$ cat config.mk
export PLATFORM = sky130hd
export DESIGN_NAME = series_job_dispatcher
export DESIGN_NICKNAME = d
export VERILOG_FILES = /design/src/rtl/series_job_dispatcher.sv
export SDC_FILE = /design/constraint.sdc
export NUM_CORES = 1
export LEC_CHECK = 0
export BUFFER_PORTS_ARGS = -buffer_cell sky130_fd_sc_hd__clkbuf_2
export CAP_MARGIN = 20
export CORE_ASPECT_RATIO = 0.7
export CORE_MARGIN = 5
export CORE_UTILIZATION = 60
export DETAILED_ROUTE_END_ITERATION = 7
export PLACE_DENSITY = 0.81
export SLEW_MARGIN = 20
export SYNTH_ARGS = -nofsm -noshare
export SYNTH_HDL_FRONTEND = slang
export SYNTH_SLANG_ARGS = --single-unit
$ cat constraint.sdc
create_clock -name clk_i -period 4.2 [get_ports clk_i]
set_input_delay 0.21 -clock clk_i [delete_from_list [all_inputs] [get_ports clk_i]]
set_output_delay 0.21 -clock clk_i [all_outputs]
set_load 0.05 [all_outputs]
$ cat src/rtl/series_job_dispatcher.sv
// Job front-end for the series-evaluation engine: queues (x, y) operand pairs,
// launches one engine job at a time and registers each result (or timeout) for a consumer.
`timescale 1ns/1ps

module series_job_dispatcher #(
    parameter int DEPTH   = 4,
    parameter int TIMEOUT = 255
) (
    input  logic                     clk_i,
    input  logic                     rst_ni,
    input  logic                     in_valid_i,
    output logic                     in_ready_o,
    input  logic [9:0]               in_x_i,
    input  logic [7:0]               in_y_i,
    output logic                     eng_start_o,
    output logic [9:0]               eng_x_o,
    output logic [7:0]               eng_y_o,
    input  logic                     eng_done_i,
    input  logic [9:0]               eng_result_i,
    output logic                     out_valid_o,
    input  logic                     out_ready_i,
    output logic [9:0]               out_result_o,
    output logic                     out_err_o,
    output logic                     busy_o,
    output logic [$clog2(DEPTH):0]   count_o
);

    localparam int PW = $clog2(DEPTH);
    localparam int CW = PW + 1;
    localparam int TW = $clog2(TIMEOUT + 1);

    typedef enum logic [1:0] {
        ST_IDLE,
        ST_LAUNCH,
        ST_WAIT,
        ST_HOLD
    } state_e;

    state_e          state_q, state_d;
    logic [TW-1:0]   timer_q, timer_d;
    logic [PW-1:0]   wr_ptr_q, wr_ptr_d;
    logic [PW-1:0]   rd_ptr_q, rd_ptr_d;
    logic [CW-1:0]   count_q, count_d;
    logic [9:0]      eng_x_q, eng_x_d;
    logic [7:0]      eng_y_q, eng_y_d;
    logic [9:0]      res_q, res_d;
    logic            err_q, err_d;

    logic [9:0]      mem_x_q [DEPTH];
    logic [7:0]      mem_y_q [DEPTH];

    logic            push;
    logic            pop;

    assign in_ready_o = rst_ni && (count_q < CW'(DEPTH));
    assign push       = in_valid_i && in_ready_o;
    assign pop        = (state_q == ST_IDLE) && (count_q != '0);

    // Storage needs no reset: occupancy is tracked solely by count_q and the pointers.
    always_ff @(posedge clk_i) begin
        if (push) begin
            mem_x_q[wr_ptr_q] <= in_x_i;
            mem_y_q[wr_ptr_q] <= in_y_i;
        end
    end

    always_comb begin
        wr_ptr_d = wr_ptr_q;
        rd_ptr_d = rd_ptr_q;
        count_d  = count_q;
        if (push) begin
            wr_ptr_d = wr_ptr_q + PW'(1);
        end
        if (pop) begin
            rd_ptr_d = rd_ptr_q + PW'(1);
        end
        unique case ({push, pop})
            2'b10:   count_d = count_q + CW'(1);
            2'b01:   count_d = count_q - CW'(1);
            default: count_d = count_q;
        endcase
    end

    always_comb begin
        state_d = state_q;
        timer_d = timer_q;
        eng_x_d = eng_x_q;
        eng_y_d = eng_y_q;
        res_d   = res_q;
        err_d   = err_q;
        unique case (state_q)
            ST_IDLE: begin
                if (pop) begin
                    eng_x_d = mem_x_q[rd_ptr_q];
                    eng_y_d = mem_y_q[rd_ptr_q];
                    state_d = ST_LAUNCH;
                end
            end
            ST_LAUNCH: begin
                timer_d = '0;
                state_d = ST_WAIT;
            end
            ST_WAIT: begin
                // A completion on the final allowed cycle beats the timeout.
                if (eng_done_i) begin
                    res_d   = eng_result_i;
                    err_d   = 1'b0;
                    state_d = ST_HOLD;
                end else if (timer_q == TW'(TIMEOUT - 1)) begin
                    res_d   = '0;
                    err_d   = 1'b1;
                    state_d = ST_HOLD;
                end else begin
                    timer_d = timer_q + TW'(1);
                end
            end
            ST_HOLD: begin
                if (out_ready_i) begin
                    state_d = ST_IDLE;
                end
            end
            default: begin
                state_d = ST_IDLE;
            end
        endcase
    end

    always_ff @(posedge clk_i or negedge rst_ni) begin
        if (!rst_ni) begin
            state_q  <= ST_IDLE;
            timer_q  <= '0;
            wr_ptr_q <= '0;
            rd_ptr_q <= '0;
            count_q  <= '0;
            eng_x_q  <= '0;
            eng_y_q  <= '0;
            res_q    <= '0;
            err_q    <= 1'b0;
        end else begin
            state_q  <= state_d;
            timer_q  <= timer_d;
            wr_ptr_q <= wr_ptr_d;
            rd_ptr_q <= rd_ptr_d;
            count_q  <= count_d;
            eng_x_q  <= eng_x_d;
            eng_y_q  <= eng_y_d;
            res_q    <= res_d;
            err_q    <= err_d;
        end
    end

    assign eng_start_o  = (state_q == ST_LAUNCH);
    assign eng_x_o      = eng_x_q;
    assign eng_y_o      = eng_y_q;
    assign out_valid_o  = (state_q == ST_HOLD);
    assign out_result_o = res_q;
    assign out_err_o    = err_q;
    assign busy_o       = (state_q != ST_IDLE);
    assign count_o      = count_q;

endmodule
# Yosys cells after proc, flatten, opt, wreduce, memory -nomap -nowiden
# Memory sizes are Yosys's and may differ from the RTL's. A register that Yosys moved wholly into a read port is not among the register bits.
# Cells that the tools add are included.
# totals
register_bits,28
latchBits,0
mem_bits_rw,72
rom_bits,0
output_inout_bits,36
word_cells,56
n_memories,2
# classes
addsub,5
multipliers,0
n_div,0
n_lt_le_gt_ge,1
eq_ne,11
shift,0
n_mux,15
bitwise_logic,0
n_reduce_logical,15
# mem_list
memory,depth,word_bits,rd,rd_clocked_by_memory_dff,wr,line_no,source
mem_x_q,4,10,1,1,1,49,logic [9:0] mem_x_q [DEPTH];
mem_y_q,4,8,1,1,1,50,logic [7:0] mem_y_q [DEPTH];
# ops
cell,n
two-way mux 10 bit,2
two-way mux 8 bit,2
case mux 8 bit (2 select lines),1
adder 8 x 1 -> 8 bit (second input constant),1
equality test 8 bit (second input constant),1
two-way mux 2 bit,4
case mux 2 bit (4 select lines),1
nonzero test 2 bit,4
equality test 2 bit (second input constant),3
!= test 2 bit (second input constant),3
case mux 3 bit (2 select lines),1
AND reduction 3 bit,2
adder 2 x 1 -> 2 bit (second input constant),2
equality test 2 x 1 -> 1 bit (second input constant),2
two-way mux 1 bit,4
AND reduction 2 bit,2
adder 3 x 1 -> 3 bit (second input constant),1
logical AND 1 bit,3
< comparator 3 bit (second input constant),1
!= test 3 bit (second input constant),1
nonzero test 3 bit,1
subtractor 3 x 1 -> 3 bit (second input constant),1
logical NOT 1 bit,2
logical NOT 2 bit,1
!= test 2 x 1 -> 1 bit (second input constant),1

# Logic depth before layout (Yosys ltp)
# Gate-level depths: netlist of run 1.
# depth
word_depth,5
depth_mapped,11

# Worst setup path before layout of run 1
# Ideal clock, no wire load.
# synth_path
kind,register to register
startpoint,reg count_q[2] (netlist: count_o[2])
endpoint,reg count_q[2] (netlist: count_o[2])
setup_ns,0.145
t_arrival_ns,2.566
required_time_ns,4.055
setup_slack_ns,1.489
stages_incl_launch_ff,10
n_path_buf,0
synth_period_minus_slack_ns,2.711
path_cell_list,dfrtp_1 -> nor2b_1 -> and2_1 -> inv_1 -> ha_1 -> inv_1 -> fa_1 -> xor2_1 -> nor2_1 -> xor2_1
# synth_via
elab_chain_len,5
# synth_rtl
element,line_no,source
from (decl),43,"logic [CW-1:0] count_q, count_d;"
from (signal assigned),144,count_q <= count_d;
< comparator 3 bit (*),55,assign in_ready_o = rst_ni && (count_q < CW'(DEPTH));
logical AND 1 bit (*),55,
net in_ready_o,12,"output logic in_ready_o,"
logical AND 1 bit (*),56,assign push = in_valid_i && in_ready_o;
equality test 2 x 1 -> 1 bit / equality test 2 bit (equally long branches),77,"unique case ({push, pop})"
case mux 3 bit (2 select lines) / nonzero test 2 bit (equally long branches),--,
# Mark *: on every way through the listed nets, which the timed path passes. The rest lies on a longest branch.
# A chain may end at the register's enable or synchronous reset.

# Worst setup path after layout of run 1
# layout_path
startpoint,reg state_q[0]
endpoint,reg count_q[2] (netlist: count_o[2])
# layout_via
elab_chain_len,4
# layout_rtl
element,line_no,source
from (decl),39,"state_e state_q, state_d;"
from (signal assigned),140,state_q <= state_d;
logical NOT 2 bit (*),57,assign pop = (state_q == ST_IDLE) && (count_q != '0);
logical AND 1 bit (*),57,
equality test 2 x 1 -> 1 bit / equality test 2 bit (equally long branches),77,
case mux 3 bit (2 select lines) / nonzero test 2 bit (equally long branches),--,
# Mark *: on every way between the ends. The rest lies on a longest branch, timed or not.

==> results of run 1 <==
## per-stage QoR
stage / cells / worst slack [ns]
6_report: 465 / 1.85
5_1_grt: 465 / 1.68
4_1_cts: 465 / 1.82
3_5_place_dp: 433 / 1.86
3_3_place_gp: 433 / 1.98
2_1_floorplan: 271 / 1.49
## layout by cell type (no fill, tap or decap), types with 2 or more instances in the layout
| master | count |
|---|---|
| clkbuf_1 | 4 |
| xnor2_1 | 4 |
| dfrtp_1 | 46 |
| xor2_1 | 2 |
| o311ai_1 | 2 |
| clkinvlp_4 | 2 |
| nor3_1 | 2 |
| o211ai_1 | 2 |
| clkinv_2 | 3 |
| edfxtp_1 | 72 |
| a22o_1 | 11 |
| mux4_2 | 18 |
| nand3_1 | 7 |
| clkbuf_16 | 17 |
| mux2_2 | 19 |
| bufinv_16 | 2 |
| buf_4 | 3 |
| and3_1 | 4 |
| a21oi_1 | 2 |
| o21ai_0 | 3 |
| o311ai_0 | 5 |
| inv_1 | 14 |
| nor2_1 | 5 |
| or3_1 | 4 |
| ha_1 | 12 |
| nand2_1 | 6 |
| nand3b_1 | 3 |
| nand2b_1 | 4 |
| clkbuf_8 | 3 |
| clkbuf_2 | 68 |
## worst max-delay path, cell delays in order, from the launching register on
cell and delay (ns):
dfrtp_1 0.41, inv_1 0.11, ha_1 0.20, nand2b_1 0.10, inv_1 0.07, buf_4 0.28, ha_1 0.24, inv_1 0.06
fa_1 0.37, xor2_1 0.15, nor2_1 0.11, xor2_1 0.17
## layout make-up
cell class	count	area, um2
inverters	15	56.3
multi-input cells	128	1320
clock inverters	8	98.8
well taps	101	126
repair buffers	71	363
flip-flops and latches	118	3310
clock buffers	24	482
fillers	473	2010
## routing by layer
layer / track usage (%) / part of all wire, % / vias up
met5: 0 / 0 / -
met4: 6.32 / 0.47 / 0
met3: 6.99 / 8.9 / 4
met2: 32.0 / 50 / 111
met1: 29.8 / 41 / 1349
li1: - / - / 1210
## report_power, final
part	total, W	internal, W	switching [W]
clock	0.00140	0.000917	0.000481
sequential	0.00170	0.00150	0.000204
combinational	0.00175	0.000614	0.00113
## registers in the layout, summed over array words and instances, names as in the netlist
| signal | count |
|---|---|
| wr_ptr_q | 2 |
| timer_q | 8 |
| count_o | 3 |
| out_result_o | 10 |
| mem_y_q | 32 |
| state_q | 2 |
| out_err_o | 1 |
| eng_y_o | 8 |
| eng_x_o | 10 |
| mem_x_q | 40 |
| rd_ptr_q | 2 |
## path summary, 6_finish.rpt
check | startpoint | end | cells past startpoint | slack, ns
min in group clk_i | in_x_i[7] | mem_x_q[1][7] | 1 | 0.02
worst max-delay path | state_q[0] | count_o[2] | 11 | 1.85
worst min-delay path | rst_ni | eng_y_o[5] | 2 | -0.001
max in group asynchronous | rst_ni | count_o[0] | 2 | 3.78
worst min register to register | out_result_o[2] | out_result_o[2] | 1 | 0.50
worst max register to register | state_q[0] | count_o[2] | 11 | 1.85
## logic make-up (layout without fill, tap and decap cells)
kind of cell,after synthesis,after routing,share of synthesized area [%]
flip-flops,118,118,69.8
AO/OA/AOI/OAI,31,31,5.25
AND/OR/NAND/NOR,40,40,4.69
multiplexers,38,38,13.3
XOR/XNOR,6,6,1.11
adder cells (fa/ha/maj),13,13,3.59
buffers and inverters,25,118,2.29
==> run_results.csv, run 1 <==
group,metric,value,unit
status,outcome,"finished with violations",
status,violations,"negative hold slack",
logic_synthesis,synth_edf_count,72,
job,cap_violations,0,
clock_network,clock-sinks,118,
timing,finalCritPeriodShare,55.9,%
timing,slew_violations,0,
clock_network,clkTransAtPathRegs,0.05,ns
critical_path,cp_max_fo,20,
die,die_h,84.4,um
route,dr.pass1.iters,5,
clock_network,numCtsBuffers,17,
timing,max_slew_margin,36.1,%
die,rows,27,
final_layout,drive_gt1_share,38.7,%
critical_path,worst_setup_path_end_kind,"flop",
route,drt_wl_total,9350,um
logic_synthesis,yosysUniqueCellTypes,39,
logic_synthesis,ys_top_cells_by_area,"edfxtp_1 (46%), dfrtp_1 (24%), mux4_2 (8.5%), mux2_2 (4.5%), ha_1 (3.2%)",
grt,grt_pass1_vias,2888,
route,drt_iter0_drc,203,
final_layout,final_area,5760,um2
clock_network,h-tree-depth,4,
logic_synthesis,avgSynthCellArea,17.5,um2
critical_path,crit_required,4.52,ns
logic_synthesis,yosys-top-cells-count,"edfxtp_1 (72), dfrtp_1 (46), mux2_2 (19), mux4_2 (18), inv_1 (14)",
route,num_vias,2674,
timing,setup_viol,0,
timing,hold_violations,6,
final_layout,area_delta_synth_final,21.4,%
grt,grt_pass1_wl,15300,um
die,ioPinCount,69,
clock_network,ctsHoldBuffers,0,
grt,grt.total_usage,21.2,%
logic_synthesis,synth_top_area_share,45.6,%
critical_path,worstSetupStartpointType,"flop",
logic_synthesis,yosysMostFrequentCell,"edfxtp_1",
route,routedWlPerCell,20.1,um
placed_design,routabilityCongestion,0.825,
placed_design,place_hpwl,5810,um
timing,holdWs,-0.00145,ns
clock_network,root_buffer,"clkbuf_16",
route,drc,0,
logic_synthesis,yosys_register_bits,118,
clock_network,postCtsResizedCells,0,
logic_synthesis,synth_seq_area_share,69.8,%
power_and_ir_drop,power.leakage,2.31,nW
power_and_ir_drop,ir_drop,0.000575,V
timing,min_period,2.35,ns
grt,antenna_found_initial,0,
clock_network,cts_setup_buffers,0,
logic_synthesis,async_flop_share,39.0,%
final_layout,final_core_util,74.2,%
placed_design,portBuffers,68,
logic_synthesis,ys_warn_count,0,
critical_path,arrival,2.66,ns
timing,tns,0,ns
logic_synthesis,synth_area,4750,um2
die,core-area,7770,um2
route,drtAntennaViolNets,0,
timing,timing.fmax,0.426,GHz
placed_design,placed_area,5180,um2
timing,tightest_slew,0.958,ns
logic_synthesis,synth_top_area_cell,"edfxtp_1",
die,initial_core_util,61.1,%
logic_synthesis,synth_cells,271,
critical_path,critical_path_class,"reg -> reg",
clock_network,clockBufferDepth,2,
die,die_area,9820,um2
die,die_w,116,um
route,via_per_inst,5.75,
final_layout,n_antenna_cell,0,
timing,rsz0062_at_grt,"no",
clock_network,insertion_delay,0.40,ns
power_and_ir_drop,power_density,841,nW/um2
power_and_ir_drop,power,0.00485,W
final_layout,nets,397,
worst_hold_path,hp-class,"in -> async",
grt,grt.overflow.total,0,
grt,grt_max_degree,47,
clock_network,cts_tree,"built",
timing,skew,0.0141,ns
logic_synthesis,syn-num-nets,317,
logic_synthesis,ys_dominant_reg_cell,"edfxtp_1",
(Power assumes the default switching activity.)
==> run 2: changes to the inputs <==
--- a/config.mk
+++ b/config.mk
@@ -9,9 +9,9 @@
 export CAP_MARGIN = 20
 export CORE_ASPECT_RATIO = 0.7
 export CORE_MARGIN = 5
-export CORE_UTILIZATION = 60
+export CORE_UTILIZATION = 56
 export DETAILED_ROUTE_END_ITERATION = 7
-export PLACE_DENSITY = 0.81
+export PLACE_DENSITY = 0.76
 export SLEW_MARGIN = 20
 export SYNTH_ARGS = -nofsm -noshare
 export SYNTH_HDL_FRONTEND = slang
==> constraint.sdc (replaced) <==
create_clock -name clk_i -period 2.3 [get_ports clk_i]
set_input_delay 0.115 -clock clk_i [delete_from_list [all_inputs] [get_ports clk_i]]
set_output_delay 0.115 -clock clk_i [all_outputs]
set_load 0.05 [all_outputs]
==> run 2 against run 1 <==
Net effect:
- the flow now finishes without violations
- fmax rose by 15%
- clock-buffer cell count down 1
- sequential power up 78%
- sequential share of layout area down 3.3 points
- utilization fell by 1.1 points
- critical path depth down 1
- via count is 4.6% higher
- wire length down 0.13%
- critical path type unchanged
==> run_results.csv, run 2 (synthesis gave the netlist of run 1 again) <==
group,metric,value,unit
critical_path,cpPeakStageDelay,0.41,ns
clock_network,numCtsBuffers,17,
power_and_ir_drop,power_density,1440,nW/um2
clock_network,clockBufferDepth,2,
final_layout,drive_gt1_share,38.1,%
grt,grt.overflow.total,0,
die,ioPinCount,69,
final_layout,final_area,6120,um2
clock_network,root_buffer,"clkbuf_16",
critical_path,cp_slowest_cell,"dfrtp_1",
clock_network,cts_setup_buffers,0,
final_layout,reg_top3,"mem_x_q (40), mem_y_q (32)",
clock_network,insertion_delay,0.41,ns
placed_design,place_hpwl,5690,um
final_layout,nets,435,
die,initial_core_util,56.7,%
critical_path,cp-endpoint,"count_o[2]",
timing,setup_viol,0,
timing,min_period,2.04,ns
job,cap_violations,0,
final_layout,largest_register,"mem_x_q",
critical_path,reg2reg_to,"count_o[2]",
final_layout,mostFrequentLayoutCell,"edfxtp_1",
worst_hold_path,hp-class,"in -> reg",
critical_path,worstSetupStartpointType,"flop",
critical_path,path_depth,10,
status,outcome,"finished clean",
clock_network,cts_tree,"built",
route,drc,0,
clock_network,clock-sinks,118,
critical_path,cp_common_cell,"inv_1",
timing,hold_violations,0,
critical_path,startpoint,"state_q[0]",
route,dr.pass1.iters,4,
final_layout,largest_reg_flops,40,
critical_path,crit_chain,"inv_1 -> ha_1 -> nand2b_1 -> inv_1 -> ha_1 -> inv_1 -> fa_1 -> xor2_1 -> nor2_1 -> xor2_1",
route,drt_wl_total,9340,um
grt,grt_max_degree,47,
timing,skew,0.00747,ns
route,drtAntennaViolNets,0,
die,rows,28,
grt,grt.total_usage,19.3,%
final_layout,final_cell_mix,"edfxtp_1 (72), clkbuf_2 (68), dfrtp_1 (45)",
critical_path,reg2reg_depth,10,
critical_path,rrSetupSlack,0.26,ns
grt,antenna_found_initial,1,
die,die_h,87.0,um
route,num_vias,2797,
critical_path,critPathBufInv,3,
die,die_w,120,um
timing,rsz0062_at_grt,"no",
route,drt_iter0_drc,214,
grt,grt_pass1_vias,2839,
route,routedWlPerCell,18.4,um
critical_path,cp_max_fo,4,
timing,tns,0,ns
placed_design,placed_area,5260,um2
timing,max_slew_margin,59.2,%
critical_path,critical_path_class,"reg -> reg",
power_and_ir_drop,power.leakage,2.49,nW
critical_path,arrival,2.37,ns
timing,timing.fmax,0.489,GHz
grt,grt_pass1_wl,14700,um
power_and_ir_drop,ir_drop,0.000763,V
placed_design,routabilityCongestion,0.868,
timing,finalCritPeriodShare,88.9,%
critical_path,worst_setup_path_end_kind,"flop",
critical_path,critical_path.top_delay_family,"adder cells",
die,core-area,8370,um2
final_layout,area_delta_synth_final,28.9,%
timing,slew_violations,0,
critical_path,rr_startpoint,"state_q[0]",
route,via_per_inst,5.51,
die,die_area,10400,um2
critical_path,crit_required,2.62,ns
timing,tightest_slew,0.613,ns
placed_design,portBuffers,68,
clock_network,h-tree-depth,4,
clock_network,clkTransAtPathRegs,0.05,ns
## run 2: cell type report
cell class | instances | area (um2)
Sequential cell | 118 | 3310
Fill cell | 518 | 2250
Multi-Input combinational cell | 128 | 1330
Timing Repair Buffer | 109 | 721
Clock buffer | 23 | 489
Tap cell | 105 | 131
Clock inverter | 9 | 73.8
Inverter | 15 | 56.3
Antenna cell | 1 | 2.50
## run 2: worst min-delay path by stage
stage | start | endpoint | slack [ns] | depth (start not counted)
after CTS | eng_done_i | timer_q[3] | 0.07 | 3
final | eng_done_i | timer_q[3] | 0.09 | 3
after floorplan | rst_ni | count_o[0] | -0.18 | 0
after detailed placement | in_x_i[5] | mem_x_q[3][5] | 0.33 | 1
after global routing | eng_done_i | timer_q[3] | 0.08 | 3
after global placement | in_x_i[5] | mem_x_q[1][5] | 0.33 | 1
## run 2: per-layer routing
layer  global-route usage [%]  wire (um)  up-vias
met5                        0          0        -
met4                     8.94        150        0
met3                     6.36        642       15
met2                     29.9       4480      106
met1                     25.2       4070     1383
li1                         -          -     1293
## run 2: worst min-delay path: stages
cell and delay, ns:
clkbuf_2 0.12, or3_1 0.11, o311ai_0 0.10
## run 2: what timing repair did
item | in CTS | in global routing
hold buffers | 29 | 0
resized for setup | 0 | 0
endpoints found under the hold margin | 128 | 0
endpoints found under the setup margin | 0 | 0
## run 2: power by group
part	internal (W)	switching (W)	leakage [nW]
sequential	0.00274	0.000290	1.22
combinational	0.00122	0.00213	0.984
clock	0.00159	0.000864	0.285
## run 2: per-stage QoR
step | setup WS [ns] | hold slack, ns | util, % | total power [W] | std cells
2_1_floorplan | 0.00478 | -0.181 | - | 0.00556 | 271
3_3_place_gp | 0.380 | 0.333 | 62.9 | 0.00631 | 446
3_5_place_dp | 0.256 | 0.334 | 62.9 | 0.00638 | 446
4_1_cts | 0.239 | 0.0661 | 73.1 | 0.00893 | 507
5_1_grt | 0.132 | 0.0833 | 73.1 | 0.00928 | 508
6_report | 0.256 | 0.0924 | 73.1 | 0.00883 | 508
